**src/rtl/imm_gen_pipe_if.sv**
```systemverilog
// Valid/ready bundle for imm_gen_pipe: input beat (instr/select/tag) and registered output beat.
// IMM_GEN_RVC_EN adds the in_rvc beat qualifier.
interface imm_gen_pipe_if #(
   parameter int XLEN  = 32,
   parameter int TAG_W = 8
);
   logic             in_valid;
   logic             in_ready;
   logic [31:0]      in_instr;
   logic [2:0]       in_imm_sel;
   logic [TAG_W-1:0] in_tag;
`ifdef IMM_GEN_RVC_EN
   logic             in_rvc;
`endif
   logic             out_valid;
   logic             out_ready;
   logic [XLEN-1:0]  out_imm;
   logic             out_err;
   logic [TAG_W-1:0] out_tag;

`ifdef IMM_GEN_RVC_EN
   modport master (
      output in_valid, in_instr, in_imm_sel, in_tag, in_rvc, out_ready,
      input  in_ready, out_valid, out_imm, out_err, out_tag
   );
   modport slave (
      input  in_valid, in_instr, in_imm_sel, in_tag, in_rvc, out_ready,
      output in_ready, out_valid, out_imm, out_err, out_tag
   );
`else
   modport master (
      output in_valid, in_instr, in_imm_sel, in_tag, out_ready,
      input  in_ready, out_valid, out_imm, out_err, out_tag
   );
   modport slave (
      input  in_valid, in_instr, in_imm_sel, in_tag, out_ready,
      output in_ready, out_valid, out_imm, out_err, out_tag
   );
`endif
endinterface

```
**src/rtl/imm_gen_pipe.sv**
```systemverilog
// Pipelined RV32I/RV64I immediate generator with a registered, skid-buffered valid/ready output.
// Optional compressed-instruction decoding is enabled by defining IMM_GEN_RVC_EN.
module imm_gen_pipe #(
   parameter int XLEN  = 32,
   parameter int TAG_W = 8
) (
   input logic          clk,
   input logic          rst,
   imm_gen_pipe_if.slave bus
);
   typedef enum logic [2:0] {
      SEL_I   = 3'b000,
      SEL_S   = 3'b001,
      SEL_B   = 3'b010,
      SEL_J   = 3'b011,
      SEL_U   = 3'b100,
      SEL_Z   = 3'b101,
      SEL_SH  = 3'b110,
      SEL_BAD = 3'b111
   } sel_e;

   logic [31:0]      instr;
   sel_e             sel;
   logic [XLEN-1:0]  beat_imm;
   logic             beat_err;
   logic             accept;
   logic             unused_bits;

   logic             out_valid_q, out_valid_d;
   logic [XLEN-1:0]  out_imm_q,   out_imm_d;
   logic             out_err_q,   out_err_d;
   logic [TAG_W-1:0] out_tag_q,   out_tag_d;
   logic             skd_valid_q, skd_valid_d;
   logic [XLEN-1:0]  skd_imm_q,   skd_imm_d;
   logic             skd_err_q,   skd_err_d;
   logic [TAG_W-1:0] skd_tag_q,   skd_tag_d;
   logic             in_ready_q,  in_ready_d;

   assign instr       = bus.in_instr;
   assign sel         = sel_e'(bus.in_imm_sel);
   assign unused_bits = ^instr[6:0];

`ifdef IMM_GEN_RVC_EN
   typedef enum logic [2:0] {
      C_CI   = 3'b000,
      C_CJ   = 3'b001,
      C_CB   = 3'b010,
      C_CIW  = 3'b011,
      C_CL   = 3'b100,
      C_LUI  = 3'b101
   } rvc_sel_e;
   rvc_sel_e csel;
   assign csel = rvc_sel_e'(bus.in_imm_sel);
`endif

   always_comb begin
      beat_imm = '0;
      beat_err = 1'b0;
`ifdef IMM_GEN_RVC_EN
      if (bus.in_rvc) begin
         case (csel)
            C_CI:    beat_imm = XLEN'($signed({instr[12], instr[6:2]}));
            C_CJ:    beat_imm = XLEN'($signed({instr[12], instr[8], instr[10:9], instr[6], instr[7],
                                               instr[2], instr[11], instr[5:3], 1'b0}));
            C_CB:    beat_imm = XLEN'($signed({instr[12], instr[6:5], instr[2], instr[11:10],
                                               instr[4:3], 1'b0}));
            C_CIW:   beat_imm = XLEN'({instr[10:7], instr[12:11], instr[5], instr[6], 2'b00});
            C_CL:    beat_imm = XLEN'({instr[5], instr[12:10], instr[6], 2'b00});
            C_LUI:   beat_imm = XLEN'($signed({instr[12], instr[6:2], 12'b0}));
            default: beat_err = 1'b1;
         endcase
      end else
`endif
      begin
         case (sel)
            SEL_I:   beat_imm = XLEN'($signed(instr[31:20]));
            SEL_S:   beat_imm = XLEN'($signed({instr[31:25], instr[11:7]}));
            SEL_B:   beat_imm = XLEN'($signed({instr[31], instr[7], instr[30:25], instr[11:8], 1'b0}));
            SEL_J:   beat_imm = XLEN'($signed({instr[31], instr[19:12], instr[20], instr[30:21], 1'b0}));
            SEL_U:   beat_imm = XLEN'($signed({instr[31:12], 12'b0}));
            SEL_Z:   beat_imm = XLEN'(instr[19:15]);
            SEL_SH:  beat_imm = (XLEN == 64) ? XLEN'(instr[25:20]) : XLEN'(instr[24:20]);
            default: beat_err = 1'b1;
         endcase
      end
   end

   // SKD always has priority into OUT so beat order is preserved across a stall.
   always_comb begin
      out_valid_d = out_valid_q;
      out_imm_d   = out_imm_q;
      out_err_d   = out_err_q;
      out_tag_d   = out_tag_q;
      skd_valid_d = skd_valid_q;
      skd_imm_d   = skd_imm_q;
      skd_err_d   = skd_err_q;
      skd_tag_d   = skd_tag_q;
      accept      = bus.in_valid && in_ready_q;

      if (!out_valid_q || bus.out_ready) begin
         if (skd_valid_q) begin
            out_valid_d = 1'b1;
            out_imm_d   = skd_imm_q;
            out_err_d   = skd_err_q;
            out_tag_d   = skd_tag_q;
            skd_valid_d = accept;
            if (accept) begin
               skd_imm_d = beat_imm;
               skd_err_d = beat_err;
               skd_tag_d = bus.in_tag;
            end
         end else begin
            out_valid_d = accept;
            if (accept) begin
               out_imm_d = beat_imm;
               out_err_d = beat_err;
               out_tag_d = bus.in_tag;
            end
         end
      end else if (accept) begin
         skd_valid_d = 1'b1;
         skd_imm_d   = beat_imm;
         skd_err_d   = beat_err;
         skd_tag_d   = bus.in_tag;
      end

      in_ready_d = !skd_valid_d;
   end

   always_ff @(posedge clk) begin
      if (rst) begin
         out_valid_q <= 1'b0;
         out_imm_q   <= '0;
         out_err_q   <= 1'b0;
         out_tag_q   <= '0;
         skd_valid_q <= 1'b0;
         skd_imm_q   <= '0;
         skd_err_q   <= 1'b0;
         skd_tag_q   <= '0;
         in_ready_q  <= 1'b1;
      end else begin
         out_valid_q <= out_valid_d;
         out_imm_q   <= out_imm_d;
         out_err_q   <= out_err_d;
         out_tag_q   <= out_tag_d;
         skd_valid_q <= skd_valid_d;
         skd_imm_q   <= skd_imm_d;
         skd_err_q   <= skd_err_d;
         skd_tag_q   <= skd_tag_d;
         in_ready_q  <= in_ready_d;
      end
   end

   assign bus.in_ready  = in_ready_q;
   assign bus.out_valid = out_valid_q;
   assign bus.out_imm   = out_imm_q;
   assign bus.out_err   = out_err_q;
   assign bus.out_tag   = out_tag_q;
endmodule

```
**src/flat_wrapper.sv**
```systemverilog
// flat-port wrapper written by rule: the top's interface ports become plain ports
module imm_gen_pipe_flat 
#(
   parameter int XLEN  = 32,
   parameter int TAG_W = 8
)
  (clk, rst, bus_in_valid, bus_in_instr, bus_in_imm_sel, bus_in_tag, bus_out_ready, bus_in_ready, bus_out_valid, bus_out_imm, bus_out_err, bus_out_tag);
  imm_gen_pipe_if #(.XLEN(XLEN), .TAG_W(TAG_W)) bus_i ();
  input logic clk;
  input logic rst;
  input wire logic [$bits(bus_i.in_valid)-1:0] bus_in_valid;
  input wire logic [$bits(bus_i.in_instr)-1:0] bus_in_instr;
  input wire logic [$bits(bus_i.in_imm_sel)-1:0] bus_in_imm_sel;
  input wire logic [$bits(bus_i.in_tag)-1:0] bus_in_tag;
  input wire logic [$bits(bus_i.out_ready)-1:0] bus_out_ready;
  output wire logic [$bits(bus_i.in_ready)-1:0] bus_in_ready;
  output wire logic [$bits(bus_i.out_valid)-1:0] bus_out_valid;
  output wire logic [$bits(bus_i.out_imm)-1:0] bus_out_imm;
  output wire logic [$bits(bus_i.out_err)-1:0] bus_out_err;
  output wire logic [$bits(bus_i.out_tag)-1:0] bus_out_tag;
  assign bus_i.in_valid = bus_in_valid;
  assign bus_i.in_instr = bus_in_instr;
  assign bus_i.in_imm_sel = bus_in_imm_sel;
  assign bus_i.in_tag = bus_in_tag;
  assign bus_i.out_ready = bus_out_ready;
  assign bus_in_ready = bus_i.in_ready;
  assign bus_out_valid = bus_i.out_valid;
  assign bus_out_imm = bus_i.out_imm;
  assign bus_out_err = bus_i.out_err;
  assign bus_out_tag = bus_i.out_tag;
  imm_gen_pipe #(.XLEN(XLEN), .TAG_W(TAG_W)) u_core (.clk(clk), .rst(rst), .bus(bus_i));
endmodule
```
**config.mk**
```make
export PLATFORM = sky130hd
export DESIGN_NAME = imm_gen_pipe_flat
export DESIGN_NICKNAME = d
export VERILOG_FILES = /design/src/rtl/imm_gen_pipe_if.sv /design/src/rtl/imm_gen_pipe.sv /design/src/flat_wrapper.sv
export SDC_FILE = /design/constraint.sdc
export NUM_CORES = 1
export LEC_CHECK = 0
export BUFFER_PORTS_ARGS = -buffer_cell sky130_fd_sc_hd__buf_2
export CORE_ASPECT_RATIO = 1.5
export CORE_MARGIN = 2
export CORE_UTILIZATION = 45
export DETAILED_ROUTE_END_ITERATION = 10
export PLACE_DENSITY_LB_ADDON = 0.15
export REMOVE_ABC_BUFFERS = 1
export SYNTH_ARGS = -nofsm -noshare
export SYNTH_HDL_FRONTEND = slang
export SYNTH_SLANG_ARGS = --single-unit
```
**constraint.sdc**
```tcl
create_clock -name clk -period 3.85 [get_ports clk]
set_input_delay 0.1925 -clock clk [delete_from_list [all_inputs] [get_ports clk]]
set_output_delay 0.1925 -clock clk [all_outputs]
set_load 0.1 [all_outputs]
```
==> flow_metrics.py, run 1 <==
metrics = {
    "routing": {
        "antenna_left": 0,
        "drtIter0Drc": 205,
        "wl_mm": 9.97,
        "drc_errors": 0,
        "num_vias": 3578,
        "dr.pass1.iters": 5,
        "via_per_inst": 5.72,
        "wire_per_inst_um": 16.0,
    },
    "setup_path": {
        "start_kind": "flip-flop",
        "r2r_end": "u_core.bus.out_imm[15]",
        "cp_data_arrival_time_ps": 2460,
        "crit_path_end_kind": "flip-flop",
        "rr_startpoint": "u_core.skd_valid_q",
        "path_class": "reg2reg",
        "timing.reg2reg.setup_slack_ps": 1640,
        "cp_max_fo": 39,
        "cp-endpoint": "u_core.bus.out_imm[15]",
        "crit_required_ps": 4100,
        "r2r.worst_path.cells": 5,
        "crit_start": "u_core.skd_valid_q",
    },
    "clock_tree": {
        "clock_latency_ps": 330,
        "cts-root-buf": "clkbuf_16",
        "cts_made_buffers": 9,
        "post_cts_buffers": 0,
        "path_clk_slew_ps": 60,
        "cts_sinks": 85,
        "htreeDepth": 3,
        "cts_resized": 0,
        "cts_tree": "yes",
        "cts_hold_buf": 0,
        "clk_path_buf_depth": 2,
    },
    "synthesis": {
        "synth_seq_cells": 85,
        "syn-cell-area_um2": 3940,
        "avgSynthCellArea_um2": 8.52,
        "netlist_instances": 463,
        "yosysUniqueCellTypes": 42,
        "ys_seq_area_share_pct": 43.1,
        "synth_flop_cell": "dfxtp_1",
        "async_flop_share_pct": 0,
        "ys_warn_count": 0,
        "synth_edf_count": 0,
    },
    "timing": {
        "worst_slew_pin_slew_ps": 827,
        "fin_tns_setup_ps": 0,
        "finalHoldViolations": 0,
        "finalWorstSetupSlack_ps": 1640,
        "layout_min_cycle_time_ps": 2210,
        "finalSetupViolCount": 0,
        "fmax_mhz": 452,
        "relSlewSlack_pct": 44.8,
        "drv_slew": 0,
        "period_share_pct": 57.4,
        "finClkSkew_ps": 4.57,
        "rsz0062_at_grt": "no",
    },
    "floorplan": {
        "die-area_um2": 9540,
        "rows": 41,
        "fp.coreArea_um2": 8460,
        "fp.dieW_um": 80.4,
        "start_util_pct": 46.6,
        "pin_count": 90,
        "die_h_um": 119,
    },
    "layout": {
        "layout.nets": 563,
        "instances_no_fill": 625,
        "area_growth_pct": 17.2,
        "layout_commonest_cell": "dfxtp_1",
        "layout_common_cells": "dfxtp_1, buf_2, a21oi_1",
        "antenna_cells": 0,
        "layout-drive-gt1-share_pct": 23.2,
    },
    "power": {
        "total_power_mw": 2.36,
        "power.share.sequential_pct": 41.0,
        "p_clk_share_pct": 34.4,
        "power_density_nw_per_um2": 510,
        "cellLeakagePower_nw": 1.82,
        "p_comb_share_pct": 24.7,
        "ir_worst_vdd_mv": 0.274,
        "p_switching_mw": 0.799,
        "p_int_mw": 1.56,
        "p_sw_share_pct": 33.9,
    },
    "placed_design": {
        "place.gp.congestion": 0.840,
        "dp_slack_ps": 1620,
        "place_hpwl_mm": 6.66,
        "post-place-cells": 612,
        "port_buffers": 82,
    },
    "hold_path": {
        "hold_path_class": "in2reg",
    },
    "grt": {
        "grt_max_degree": 61,
        "first_global_vias": 3474,
        "grt_pass1_wl_mm": 16.8,
        "grt.overflow.total": 0,
        "antenna_found_initial": 0,
        "grtUsageTotal_pct": 22.3,
    },
    "flow_run": {
        "maxCapViolations": 0,
    },
    "run_status": {
        "status": "finished, final reports clean",
    },
}
state kept, by name, summed over array words and instances, names as in the netlist:
signal and flops:
u_core.bus.out_imm 32, u_core.bus.in_ready 1, u_core.skd_tag_q 8, u_core.bus.out_valid 1, u_core.skd_imm_q 32, u_core.skd_valid_q 1, u_core.skd_err_q 1, u_core.bus.out_tag 8
u_core.bus.out_err 1
critical path, cell delays in order, from the launching register on:
cell	delay, ps
dfxtp_1	320
buf_4	420
a21oi_1	170
nor2_4	420
nand3_1	430
o221ai_1	340
routing by layer:
layer	GRT usage, %	routed length (um)	up-vias
li1	-	-	1780
met1	27.9	4310	1686
met2	36.6	4920	94
met3	4.66	495	18
met4	9.22	246	0
met5	0	0	-
kinds of logic (layout without fill, tap and decap cells):
kind of cell | Yosys count | after routing | share of synthesized area (%)
AO/OA/AOI/OAI | 153 | 153 | 26.4
multiplexers | 20 | 20 | 5.27
buffers and inverters | 51 | 106 | 5.62
flip-flops | 85 | 85 | 43.1
AND/OR/NAND/NOR | 153 | 153 | 19.2
XOR/XNOR | 1 | 1 | 0.413
stage by stage:
stage | cell area [um2] | hold WS (ps) | utilization (%)
6_report | 4620 | 106 | 54.6
5_1_grt | 4620 | 103 | 54.6
4_1_cts | 4620 | 95.4 | 54.6
3_5_place_dp | 4350 | 444 | 51.4
3_3_place_gp | 4350 | 438 | 51.4
2_1_floorplan | 3730 | 262 | -
layout make-up:
type | count | area, um2
timing repair buffer | 90 | 470
clock buffer | 10 | 229
clock inverter | 3 | 40.0
inverter | 3 | 11.3
sequential | 85 | 1700
fill | 839 | 3840
multi-input combinational | 327 | 2040
tap | 107 | 134
Yosys cell counts (2+ instances only):
master    number  area, um2
dfxtp_1       85       1700
a21oi_1       62        310
nor2_1        42        158
nand2_1       38        143
clkbuf_1      28        105
a211oi_1      27        203
o21ai_0       18       90.1
nand3_1       15       75.1
and2_1        14       87.6
mux2i_1       14        140
buf_2         12       60.1
nand4_1        9       56.3
o221ai_1       9       78.8
nand3b_1       7       52.6
nor3_1         7       35.0
nor3b_1        7       52.6
o22a_1         7       61.3
o41ai_2        7        114
mux2_2         5       56.3
nand2b_1       5       31.3
nor2b_1        5       31.3
a22oi_1        4       30.0
buf_1          4       15.0
buf_4          4       30.0
o41ai_1        4       35.0
inv_1          3       11.3
o211ai_1       3       22.5
o22ai_1        3       18.8
a21oi_2        2       17.5
power by group through the flow:
stage	Clock (mW)	Combinational [mW]	Sequential, mW
floorplan	0	0.172	1.25
global placement	0	0.575	0.981
detailed placement	0	0.582	0.984
CTS	0.829	0.584	0.965
global route	0.867	0.620	0.971
finish	0.810	0.581	0.965
worst min-delay path by stage:
stage | slack, ps | cells past startpoint | start | endpoint
global placement | 440 | 2 | u_core.skd_err_q | u_core.skd_err_q
CTS | 100 | 3 | bus_in_tag[4] | u_core.skd_tag_q[4]
floorplan | 260 | 1 | rst | u_core.bus.out_valid
global route | 100 | 3 | bus_in_tag[1] | u_core.skd_tag_q[1]
finish | 110 | 3 | bus_in_tag[2] | u_core.skd_tag_q[2]
detailed placement | 440 | 2 | u_core.skd_err_q | u_core.skd_err_q
Power figures use the tool's default switching activity.
==> run 2, diff against run 1 <==
==> constraint.sdc (replaced) <==
create_clock -name clk -period 1.8 [get_ports clk]
set_input_delay 0.09 -clock clk [delete_from_list [all_inputs] [get_ports clk]]
set_output_delay 0.09 -clock clk [all_outputs]
set_load 0.1 [all_outputs]
==> flow_metrics.py, run 2 (synthesis results as in run 1) <==
metrics = {
    "clock_tree": {
        "post_cts_buffers": 0,
        "cts_made_buffers": 9,
        "cts-root-buf": "clkbuf_16",
        "path_clk_slew_ps": 70,
        "cts_resized": 0,
        "cts_tree": "yes",
        "clock_latency_ps": 340,
        "cts_sinks": 85,
        "clk_path_buf_depth": 2,
        "cts_hold_buf": 5,
        "htreeDepth": 3,
    },
    "floorplan": {
        "rows": 41,
        "start_util_pct": 46.6,
        "die_h_um": 119,
        "fp.coreArea_um2": 8460,
        "pin_count": 90,
        "fp.dieW_um": 80.4,
        "die-area_um2": 9540,
    },
    "setup_path": {
        "path_class": "reg2reg",
        "cp_data_arrival_time_ps": 1790,
        "crit_required_ps": 2070,
        "crit_path_end_kind": "flip-flop",
        "cp_max_fo": 11,
        "start_kind": "flip-flop",
    },
    "timing": {
        "drv_slew": 0,
        "finalSetupViolCount": 0,
        "fmax_mhz": 657,
        "rsz0062_at_grt": "no",
        "period_share_pct": 84.5,
        "worst_slew_pin_slew_ps": 696,
        "relSlewSlack_pct": 53.6,
        "finalHoldViolations": 0,
        "finClkSkew_ps": 9.85,
        "layout_min_cycle_time_ps": 1520,
    },
    "power": {
        "total_power_mw": 5.51,
        "ir_worst_vdd_mv": 0.709,
        "p_comb_share_pct": 23.4,
        "cellLeakagePower_nw": 1.96,
        "p_int_mw": 3.72,
        "p_sw_share_pct": 32.5,
        "power_density_nw_per_um2": 1130,
        "p_switching_mw": 1.79,
        "p_clk_share_pct": 39.2,
        "power.share.sequential_pct": 37.5,
    },
    "routing": {
        "wire_per_inst_um": 15.9,
        "antenna_left": 0,
        "dr.pass1.iters": 4,
        "via_per_inst": 5.68,
        "drtIter0Drc": 331,
        "num_vias": 3682,
        "drc_errors": 0,
        "wl_mm": 10.3,
    },
    "layout": {
        "fin_util_pct": 57.8,
        "nFillCells": 799,
        "layout_commonest_cell": "dfxtp_1",
        "layout-drive-gt1-share_pct": 25.5,
        "instances_no_fill": 648,
        "layout.nets": 583,
        "area_growth_pct": 24.0,
        "fin_area_um2": 4890,
        "antenna_cells": 0,
        "layout_common_cells": "dfxtp_1, buf_2, a21oi_1",
    },
    "grt": {
        "first_global_vias": 3588,
        "grt.overflow.total": 0,
        "grtUsageTotal_pct": 22.7,
        "grt_max_degree": 61,
        "antenna_found_initial": 0,
        "grt_pass1_wl_mm": 17.2,
    },
    "placed_design": {
        "place_hpwl_mm": 7.09,
        "place.gp.congestion": 0.765,
        "place_area_um2": 4490,
        "port_buffers": 82,
        "post-place-cells": 627,
    },
    "flow_run": {
        "maxCapViolations": 0,
    },
    "hold_path": {
        "hold_path_class": "in2reg",
    },
    "run_status": {
        "status": "finished, final reports clean",
    },
}
==> run 2: changes by cell type in the layout (fill, tap and decap cells not counted), sizes merged <==
cell	delta
buf	+15
bufinv	+2
clkbuf	+1
dlygate4sd3	+5
==> run 2: path summary, 6_finish.rpt <==
check	from	end	slack, ps	depth (start not counted)
hold / removal	bus_in_tag[0]	u_core.skd_tag_q[0]	6	3
setup reg to reg	u_core.bus.out_valid	u_core.skd_imm_q[0]	280	5
hold reg to reg	u_core.skd_imm_q[11]	u_core.skd_imm_q[11]	450	2
setup / recovery	u_core.bus.out_valid	u_core.skd_imm_q[0]	280	5
==> run 2: worst max-delay path: stages, from the launching register on <==
cell and delay, ps:
dfxtp_1 320, nand2b_1 270, a21o_1 400, buf_4 240, nand2_1 60, a21oi_1 150
==> run 2: metrics by stage <==
step / worst slack, ps / hold WS (ps) / setup TNS (ps)
2_1_floorplan: -1680 / 159 / -111470
3_3_place_gp: 313 / 341 / 0
3_5_place_dp: 294 / 351 / 0
4_1_cts: 246 / 1.14 / 0
5_1_grt: 144 / 22.1 / 0
6_report: 279 / 6.17 / 0
==> run 2: per-layer routing <==
metal	wire (um)	vias to the layer above	share of wire, %	global-route usage [%]
met5	0	-	0	0
met4	197	0	1.9	8.47
met3	484	15	4.7	4.81
met2	5170	83	50	37.3
met1	4460	1757	43	28.9
li1	-	1827	-	-
==> run 2: cell type report <==
type | instances | area, um2 | area share [%]
well taps | 107 | 134 | 2.74
clock buffers | 11 | 243 | 4.96
inverters | 3 | 11.3 | 0.230
multi-input cells | 327 | 2040 | 41.6
repair buffers | 110 | 658 | 13.5
flip-flops and latches | 85 | 1700 | 34.8
clock inverters | 5 | 108 | 2.20
==> run 2: power by group through the flow <==
stage	registers, mW	logic (mW)	clock network, mW
CTS	2.07	1.29	2.19
floorplan	2.68	0.368	0
global placement	2.10	1.27	0
global route	2.08	1.37	2.28
detailed placement	2.11	1.28	0
finish	2.07	1.29	2.16
